### config.mk
export PLATFORM = sky130hd
export DESIGN_NAME = countdown_display
export DESIGN_NICKNAME = d
export VERILOG_FILES = /design/src/rtl/countdown_pkg.sv /design/src/rtl/countdown_display_seg7_decode.sv /design/src/rtl/countdown_display.sv
export SDC_FILE = /design/constraint.sdc
export NUM_CORES = 1
export LEC_CHECK = 0
export CORE_MARGIN = 1
export CORE_UTILIZATION = 40
export DETAILED_ROUTE_END_ITERATION = 7
export PLACE_DENSITY = 0.64
export SLEW_MARGIN = 20
export SYNTH_ARGS = -nofsm -noshare
export SYNTH_HDL_FRONTEND = slang
export SYNTH_HIERARCHICAL = 1
export SYNTH_SLANG_ARGS = --single-unit
### constraint.sdc
create_clock -name clk -period 4.61 [get_ports clk]
set_input_delay 0.6915 -clock clk [delete_from_list [all_inputs] [get_ports clk]]
set_output_delay 0.6915 -clock clk [all_outputs]
set_load 0.02 [all_outputs]
### src/rtl/countdown_pkg.sv
// countdown_pkg: shared types and constants for the countdown display stage.
//   mode_t      - display mode FSM encoding (2 bit)
//   SEG_*       - active-low 7-segment glyphs, bit order {g,f,e,d,c,b,a}
package countdown_pkg;

  typedef enum logic [1:0] {
    IDLE  = 2'd0,
    RUN   = 2'd1,
    PAUSE = 2'd2,
    ALARM = 2'd3
  } mode_t;

  localparam logic [6:0] SEG_0     = 7'h40;
  localparam logic [6:0] SEG_1     = 7'h79;
  localparam logic [6:0] SEG_2     = 7'h24;
  localparam logic [6:0] SEG_3     = 7'h30;
  localparam logic [6:0] SEG_4     = 7'h19;
  localparam logic [6:0] SEG_5     = 7'h12;
  localparam logic [6:0] SEG_6     = 7'h02;
  localparam logic [6:0] SEG_7     = 7'h78;
  localparam logic [6:0] SEG_8     = 7'h00;
  localparam logic [6:0] SEG_9     = 7'h10;
  localparam logic [6:0] SEG_BLANK = 7'h7F;
  localparam logic [6:0] SEG_DASH  = 7'h3F;

endpackage

### src/rtl/countdown_display_seg7_decode.sv
// seg7_decode: combinational digit to 7-segment glyph.
//   digit in 4 : value 0-9; codes 10-15 produce a dash
//   seg   out 7: {g,f,e,d,c,b,a}, active-low
module seg7_decode
  import countdown_pkg::*;
(
  input  logic [3:0] digit,
  output logic [6:0] seg
);

  always_comb begin
    seg = SEG_DASH;
    unique case (digit)
      4'd0:    seg = SEG_0;
      4'd1:    seg = SEG_1;
      4'd2:    seg = SEG_2;
      4'd3:    seg = SEG_3;
      4'd4:    seg = SEG_4;
      4'd5:    seg = SEG_5;
      4'd6:    seg = SEG_6;
      4'd7:    seg = SEG_7;
      4'd8:    seg = SEG_8;
      4'd9:    seg = SEG_9;
      default: seg = SEG_DASH;
    endcase
  end

endmodule

### src/rtl/countdown_display.sv
// countdown_display: display and alarm stage behind the countdown FSM.
// Drives a 2-digit multiplexed common-anode 7-segment display and a buzzer,
// tracking its own mode (idle / run / paused / alarm).
//   clk, rst  - 10 MHz clock, synchronous active-high reset
//   seconds   - remaining seconds 0-60 (61-63 invalid, shown as dashes)
//   running   - high while the countdown runs
//   clear_p   - one-cycle reset-key pulse
//   seg, dp   - active-low segments {g..a} and decimal point
//   an        - active-low anodes, an[0] = ones, an[1] = tens
//   buzzer    - tone output, active-high
//   alarm     - high while in ALARM mode
//
// Handshake: none; all inputs are level/pulse signals sampled every clock,
// all outputs are registered and valid every cycle after reset.
module countdown_display
  import countdown_pkg::*;
#(
  parameter int DIGIT_CYCLES      = 10_000,
  parameter int BLINK_HALF_CYCLES = 2_500_000,
  parameter int BEEP_HALF_CYCLES  = 2_500,
  parameter int ALARM_HALVES      = 12
) (
  input  logic       clk,
  input  logic       rst,
  input  logic [5:0] seconds,
  input  logic       running,
  input  logic       clear_p,
  output logic [6:0] seg,
  output logic       dp,
  output logic [1:0] an,
  output logic       buzzer,
  output logic       alarm
);

  localparam int SCAN_W  = (DIGIT_CYCLES > 1) ? $clog2(DIGIT_CYCLES) : 1;
  localparam int BLINK_W = (BLINK_HALF_CYCLES > 1) ? $clog2(BLINK_HALF_CYCLES) : 1;
  localparam int BEEP_W  = (BEEP_HALF_CYCLES > 1) ? $clog2(BEEP_HALF_CYCLES) : 1;
  localparam int HALF_W  = $clog2(ALARM_HALVES + 1);

  mode_t              state, state_d;
  logic               running_q, running_qq;
  logic [5:0]         seconds_q;
  logic [1:0]         clr_hold;
  logic [SCAN_W-1:0]  scan_cnt;
  logic               digit_sel;   // 0 = ones, 1 = tens
  logic [BLINK_W-1:0] blink_cnt;
  logic               blink_on;
  logic [BEEP_W-1:0]  beep_cnt;
  logic [HALF_W-1:0]  halves;

  logic       rise, fall, sec_changed, blink_wrap, scan_wrap, beep_wrap;
  logic       enter_blink, blank;
  logic [2:0] tens;
  logic [5:0] ones6;
  logic [3:0] digit;
  logic [6:0] glyph;

  // Edges are taken on running_q so that a mode change lands one cycle
  // after the edge appears on running_q.
  assign rise        = running_q & ~running_qq;
  assign fall        = ~running_q & running_qq;
  assign sec_changed = (seconds != seconds_q);
  assign blink_wrap  = (blink_cnt == BLINK_W'(BLINK_HALF_CYCLES - 1));
  assign scan_wrap   = (scan_cnt == SCAN_W'(DIGIT_CYCLES - 1));
  assign beep_wrap   = (beep_cnt == BEEP_W'(BEEP_HALF_CYCLES - 1));

  // Mode FSM next state
  always_comb begin
    state_d = state;
    if (clear_p) begin
      state_d = IDLE;
    end else begin
      unique case (state)
        IDLE: if (rise) state_d = RUN;
        RUN: begin
          if (fall) begin
            // Upstream clear zeroes seconds before running drops; the
            // hold window keeps that from reading as an expired countdown.
            if (clr_hold != 2'd0)      state_d = IDLE;
            else if (seconds == 6'd0)  state_d = ALARM;
            else                       state_d = PAUSE;
          end
        end
        PAUSE: begin
          if (rise)                    state_d = RUN;
          else if (seconds == 6'd0)    state_d = IDLE;
        end
        ALARM: begin
          if (rise)                    state_d = RUN;
          else if (sec_changed)        state_d = IDLE;
          else if (blink_wrap && halves == HALF_W'(ALARM_HALVES - 1))
                                       state_d = IDLE;
        end
        default:                       state_d = IDLE;
      endcase
    end
  end

  assign enter_blink = ((state_d == PAUSE) && (state != PAUSE)) ||
                       ((state_d == ALARM) && (state != ALARM));

  assign blank = ((state == PAUSE) || (state == ALARM)) && !blink_on;

  // BCD split by compare chain; the range check on ones6 also catches
  // any value the chain cannot represent.
  always_comb begin
    tens = 3'd0;
    if      (seconds >= 6'd60) tens = 3'd6;
    else if (seconds >= 6'd50) tens = 3'd5;
    else if (seconds >= 6'd40) tens = 3'd4;
    else if (seconds >= 6'd30) tens = 3'd3;
    else if (seconds >= 6'd20) tens = 3'd2;
    else if (seconds >= 6'd10) tens = 3'd1;
    ones6 = seconds - ({3'b000, tens} * 6'd10);
  end

  always_comb begin
    digit = 4'hF;
    if (seconds <= 6'd60 && ones6 <= 6'd9)
      digit = digit_sel ? {1'b0, tens} : ones6[3:0];
  end

  seg7_decode u_dec (
    .digit (digit),
    .seg   (glyph)
  );

  always_ff @(posedge clk) begin
    if (rst) begin
      state      <= IDLE;
      running_q  <= 1'b0;
      running_qq <= 1'b0;
      seconds_q  <= 6'd0;
      clr_hold   <= 2'd0;
      scan_cnt   <= '0;
      digit_sel  <= 1'b0;
      blink_cnt  <= '0;
      blink_on   <= 1'b1;
      beep_cnt   <= '0;
      halves     <= '0;
      seg        <= SEG_BLANK;
      dp         <= 1'b1;
      an         <= 2'b11;
      buzzer     <= 1'b0;
      alarm      <= 1'b0;
    end else begin
      state      <= state_d;
      running_q  <= running;
      running_qq <= running_q;
      seconds_q  <= seconds;

      if (clear_p)                clr_hold <= 2'd3;
      else if (clr_hold != 2'd0)  clr_hold <= clr_hold - 2'd1;

      if (scan_wrap) begin
        scan_cnt  <= '0;
        digit_sel <= ~digit_sel;
      end else begin
        scan_cnt  <= scan_cnt + 1'b1;
      end

      // Blink phase restarts "on" whenever a blinking mode is entered.
      if (enter_blink) begin
        blink_cnt <= '0;
        blink_on  <= 1'b1;
      end else if (blink_wrap) begin
        blink_cnt <= '0;
        blink_on  <= ~blink_on;
      end else begin
        blink_cnt <= blink_cnt + 1'b1;
      end

      if ((state_d == ALARM) && (state != ALARM))
        halves <= '0;
      else if ((state == ALARM) && blink_wrap)
        halves <= halves + 1'b1;

      if ((state == ALARM) && blink_on) begin
        if (beep_wrap) begin
          beep_cnt <= '0;
          buzzer   <= ~buzzer;
        end else begin
          beep_cnt <= beep_cnt + 1'b1;
        end
      end else begin
        beep_cnt <= '0;
        buzzer   <= 1'b0;
      end

      an    <= digit_sel ? 2'b01 : 2'b10;
      seg   <= blank ? SEG_BLANK : glyph;
      dp    <= !((state == RUN) && !digit_sel);
      alarm <= (state_d == ALARM);
    end
  end

endmodule

### After elaboration in Yosys (flattened, before gate mapping)

Memories as Yosys holds them, arrays and structs flattened. A register that Yosys moved wholly into a read port is not among the register bits.
Cells that the tools add are included.

* multiply operators: 1
* multiplexer cells: 22
* bitwise operators: 8
* order comparisons: 8
* reductions and logical operators: 24
* add/subtract/negate cells: 6
* equal/unequal tests: 12

Operator list (count)
* two-way mux 2 bit: 14
* adder 22 x 1 -> 22 bit, second input constant: 1
* == test 22 bit, second input constant: 1
* >= comparator 6 bit, second input constant: 3
* adder 14 x 1 -> 14 bit, second input constant: 1
* == test 14 bit, second input constant: 1
* adder 12 x 1 -> 12 bit, second input constant: 1
* == test 12 bit, second input constant: 1
* >= comparator 6 x 5 -> 1 bit, second input constant: 2
* OR reduction 2 bit: 5
* two-way mux 3 bit: 3
* == test 2 bit, second input constant: 4
* logical AND 1 bit: 8
* two-way mux 4 bit: 2
* case mux 2 bit (4 select lines): 1
* >= comparator 6 x 4 -> 1 bit, second input constant: 1
* less-or-equal comparator 6 x 4 -> 1 bit, second input constant: 1
* less-or-equal comparator 6 bit, second input constant: 1
* zero test 6 bit: 1
* != test 6 bit: 1
* inverter 1 bit: 6
* OR reduction 3 bit: 2
* subtractor 6 bit: 1
* multiplier 3 x 3 -> 5 bit, second input constant: 1
* 11 further kinds: 18

* bits in read-only memories: 112
* memories kept: 1
* register bits: 71
* word-level logic and storage cells: 97
* output and inout bits: 12
* input port bits: 10

Memory list
* (no name shown): depth 16, width 7, rd ports 1, clocked after Yosys merged registers in 1, write ports 0, RTL line countdown_display_seg7_decode.sv:13 `unique case (digit)`

### Logic depth before layout (Yosys ltp)

* depth in word-level cells: 12
* gate-level depth with buffers: 19
* depth with buffers taken out: 18

### Modules after synthesis

The synthesis kept the hierarchy.

Modules (own cells, without submodules)
* countdown_display: instances 1, seq. area each 1561.5 um2, cells an instance 419, area an instance 3682.3 um2
* seg7_decode: instances 1, seq. area each 0.0 um2, cells an instance 33, area an instance 205.2 um2

### Least setup slack after synthesis

No wires, ideal clock.

* path type: input -> register
* start: input seconds[5]
* end: register seg[3]
* buffers on the path: 2
* stages on the path: 17
* data required time: 4.479 ns
* setup slack: 0.739 ns
* arrival time: 3.740 ns
* library setup time: 0.131 ns
* path through: buf_2 inv_1 maj3_1 a21boi_0 inv_1 ha_1 inv_1 ha_1 a21oi_1 xnor2_1 nor4_1 o221ai_1 buf_6 or2_4 a21oi_2 nor2_1 nand2b_1

* cells in the longest elaborated chain, start to end: 12
* elaborated cells between the ends (all ways): 19
* those cells by class: add/sub: 1; mul: 1; order compare: 8; mux: 8; reduce/logical: 1

RTL lines
* start, declared: RTL line countdown_display.sv:25 `input logic [5:0] seconds,`
* >= comparator 6 x 4 -> 1 bit: RTL line countdown_display.sv:113 `else if (seconds >= 6'd10) tens = 3'd1;`
* two-way mux 1 bit: RTL line countdown_display.sv:113
* two-way mux 2 bit: RTL line countdown_display.sv:112 `else if (seconds >= 6'd20) tens = 3'd2;`
* two-way mux 2 bit: RTL line countdown_display.sv:111 `else if (seconds >= 6'd30) tens = 3'd3;`
* two-way mux 3 bit: RTL line countdown_display.sv:110 `else if (seconds >= 6'd40) tens = 3'd4;`
* two-way mux 3 bit: RTL line countdown_display.sv:109 `else if (seconds >= 6'd50) tens = 3'd5;`
* two-way mux 3 bit: RTL line countdown_display.sv:108 `if (seconds >= 6'd60) tens = 3'd6;`
* multiplier 3 x 3 -> 5 bit: RTL line countdown_display.sv:114 `ones6 = seconds - ({3'b000, tens} * 6'd10);`
* subtractor 6 bit: RTL line countdown_display.sv:114
* less-or-equal comparator 6 x 4 -> 1 bit: RTL line countdown_display.sv:119 `if (seconds <= 6'd60 && ones6 <= 6'd9)`
* logical AND 1 bit: RTL line countdown_display.sv:119
* two-way mux 4 bit (*): RTL line countdown_display.sv:119
* via digit[2]: RTL line countdown_display.sv:55 `logic [3:0] digit;`
* end, declared: RTL line countdown_display.sv:28 `output logic [6:0] seg,`

The timed path passes the listed nets; every way through them passes the cells marked *.
A chain may end at the register's enable or synchronous reset.

### Worst setup path in the final report

* start: input seconds[5]
* end: register seg[0]

The elaborated chain is that of the path after synthesis.

==> impl_metrics.py <==
metrics = {
    "yosys": {
        "syn_inst": 452,
        "syn_area_per_cell_sq_um": 8.601,
        "yosysTopAreaCellShare": 0.4017,
        "synth_edf_count": 0,
        "ys_seq_elements": 78,
        "synth.cell_area_sq_mm": 0.003887,
        "synth.distinct_cells": 52,
        "yosysSeqAreaShare": 0.4017,
        "synthesis.nets": 478,
        "async_reset_ff_frac": 0,
        "ys.warnings.count": 6,
        "synthFlopType": "dfxtp_1",
        "synth_area_leader_cell": "dfxtp_1",
        "yosys-top-cells-area": "dfxtp_1 (40%), nor2_1 (8.3%), xor2_1 (7.2%)",
    },
    "min_path": {
        "whs_endpoint": "blink_cnt[0]$_SDFF_PP0_",
        "hold_class": "flop to flop",
        "min_from": "blink_cnt[0]$_SDFF_PP0_",
        "hold_depth": 1,
    },
    "global_route": {
        "globalRouteTotalUtil": 0.1489,
        "gr-total-overflow": 0,
        "grt_start_max_net_pins": 27,
        "grt_pass1_wl_mm": 12.10,
        "grt_pass1_vias": 2787,
        "antenna_found_initial": 0,
    },
    "worst_setup_path": {
        "ff2ff_path_depth": 7,
        "crit_path_top_delay_cell": "clkdlybuf4s50_1",
        "r2r-start": "blink_cnt[0]$_SDFF_PP0_",
        "crit_path_frequent_cell": "inv_1",
        "crit_family": "compound AO/OA/AOI/OAI gates",
        "critical_path_class": "input pin to flop",
        "r2r_setup_slack_ns": 2.34,
        "worstSetupStartpointType": "input pin",
        "critPathBufInv": 4,
        "critPathCaptureType": "flop",
        "cp_cell_sequence": "clkdlybuf4s50_1 > inv_1 > maj3_1 > a21boi_0 > inv_1 > ha_1 > inv_1 > ha_1 > a21oi_1 > xnor2_1 > nor4_1 > o221ai_1 > or2_4 > a21oi_1 > nor2_1 > nand2b_1",
        "worstPathArrival_ns": 4.41,
        "cp.required_ns": 4.82,
        "worst_r2r_endpoint": "blink_cnt[14]$_SDFF_PP0_",
        "cp_max_fo": 11,
        "slowest_delay_ns": 0.47,
    },
    "finish": {
        "n_fill_cell": 900,
        "final_cell_mix": "nor2_1 (86), dfxtp_1 (78), nand2_1 (33), xor2_1 (32), xnor2_1 (27)",
        "multiInputGateArea_sq_mm": 0.002167,
        "fin_nets": 502,
        "syn2layout_area_growth_pct": 14.32,
        "diodes": 0,
        "regArea_sq_mm": 0.001562,
        "fin_cells": 610,
        "final_common_cell": "nor2_1",
        "layout-drive-gt1-share": 0.07692,
    },
    "drt": {
        "firstDrtPassIters": 4,
        "drtIter0Drc": 81,
        "antenna_left": 0,
        "wl_mm": 6.879,
        "drc": 0,
        "vias_per_cell": 4.821,
        "vias": 2941,
        "wl_per_cell_microns": 11.28,
    },
    "die": {
        "io-pin-count": 22,
        "fp.dieH_microns": 100.6,
        "rows": 35,
        "die_area_sq_mm": 0.01012,
        "fp.dieW_microns": 100.6,
        "core_sq_mm": 0.009328,
        "initial_core_util": 0.4168,
    },
    "timing": {
        "post-route-period-util": 0.9104,
        "maxSlewViolCount": 0,
        "tightest_slew_ns": 0.8477,
        "period_needed_ns": 4.197,
        "setup_viol": 0,
        "clock.fmax_mhz": 238.3,
        "grt_setup_unrepaired": "no",
        "hold_viol": 0,
        "clock_skew_ns": 0.004633,
        "relSlewSlack": 0.4289,
        "tns_ns": 0,
    },
    "place": {
        "numPortBuffers": 21,
        "gp_congestion": 0.8444,
        "dp_cells": 594,
        "hpwl_mm": 5.024,
    },
    "pwr": {
        "irDropWorstVdd_uv": 160.4,
        "p_seq_frac": 0.496,
        "combPwrFrac": 0.120,
        "internal-power_w": 0.001076,
        "p_sw_w": 0.0003323,
        "switching_share": 0.2360,
        "powerDensity_mw_per_mm2": 316.8,
        "clockPowerShare": 0.384,
        "leakage_nw": 1.646,
    },
    "clock_network": {
        "numCtsBuffers": 9,
        "cts_tree": "yes",
        "clk_latency_ns": 0.34,
        "cts-resized-gates": 0,
        "holdBufCountCts": 0,
        "cts.clk_slew.worst_paths_ns": 0.07,
        "post_cts_buffers": 0,
        "cts_max_level": 3,
        "clockBufferDepth": 2,
        "cts-root-buf": "clkbuf_8",
        "cts_sinks": 78,
    },
    "status": {
        "status": "finished clean",
    },
    "job": {
        "maxCapViolCount": 0,
    },
}
## routing by layer
layer  track usage  routed length [microns]
met1        0.1894                     3491
met2        0.2476                     3135
met3       0.03121                      182
met4       0.05686                       70
met5             0                        0
## power by group through the flow
stage,clock [W],combinational (W),sequential (W)
3_5_place_dp,0,0.000169,0.000714
3_3_place_gp,0,0.000165,0.000714
6_report,0.000541,0.000168,0.000699
4_1_cts,0.000558,0.000170,0.000699
2_1_floorplan,0,0.000118,0.000720
5_1_grt,0.000589,0.000192,0.000701
## stage by stage
step	power, W	instance area [sq um]	setup WS [ns]	utilization	hold WS, ns
after floorplan	0.0008382	3887	0.7394	-	0.4106
after global placement	0.0008784	4224	0.3011	0.4529	0.4218
after detailed placement	0.0008831	4224	0.07619	0.4529	0.4403
after CTS	0.001426	4444	0.4356	0.4765	0.4578
after global routing	0.001482	4444	0.09720	0.4765	0.4844
final	0.001408	4444	0.4129	0.4765	0.4546
## cells in the mapped netlist (2+ instances only)
cell type and count:
ha_1 15, a31o_2 2, and3_1 8, nor3_1 10, and4_1 3, o2111ai_1 2, inv_1 21, o211ai_1 3
nor4_2 2, buf_2 4, mux2i_1 4, a21o_1 2, xnor2_1 27, nand2b_1 13, and2_1 4, nor2b_1 5
or3_1 3, buf_6 3, nor4_1 5, nor2_1 86, nand4_1 15, o21ai_0 7, clkbuf_1 7, nor4b_1 2
a211oi_1 2, nor3b_1 2, xor2_1 32, a21oi_1 11, nand3_1 20, nand2_1 33, dfxtp_1 78
## cell type report
| type | instances | share of cell area |
|---|---|---|
| tap | 129 | 0.03632 |
| timing repair buffer | 27 | 0.05743 |
| sequential | 78 | 0.3514 |
| multi-input combinational | 339 | 0.4876 |
| inverter | 21 | 0.01774 |
| clock buffer | 14 | 0.04110 |
| clock inverter | 2 | 0.008446 |
## flip-flops by register name (all words and copies together) (netlist names)
signal	flops
seconds_q	6
blink_cnt	22
digit_sel	1
alarm	1
halves	4
state	2
running_qq	1
scan_cnt	14
clr_hold	2
seg	7
buzzer	1
beep_cnt	12
dp	1
an	2
blink_on	1
running_q	1
## worst max-delay path by stage
stage / startpoint / end / cells after the start
2_1_floorplan: seconds[5] / seg[3]$_SDFF_PP1_ / 17
3_3_place_gp: seconds[5] / seg[0]$_SDFF_PP1_ / 16
3_5_place_dp: seconds[5] / seg[3]$_SDFF_PP1_ / 16
4_1_cts: seconds[5] / seg[3]$_SDFF_PP1_ / 16
5_1_grt: seconds[5] / seg[5]$_SDFF_PP1_ / 18
6_report: seconds[5] / seg[0]$_SDFF_PP1_ / 16
## cell families after synthesis
logic type	after synthesis	share of synthesized area
muxes	5	0.01320
DFF	78	0.4017
xor gates and xnor gates	59	0.1329
buffers and inverters	35	0.04088
adders and majority gates	17	0.05600
AOI/OAI and AO/OA	37	0.06759
and+or+nand+nor	221	0.2877
Power figures use the tool's default switching activity.
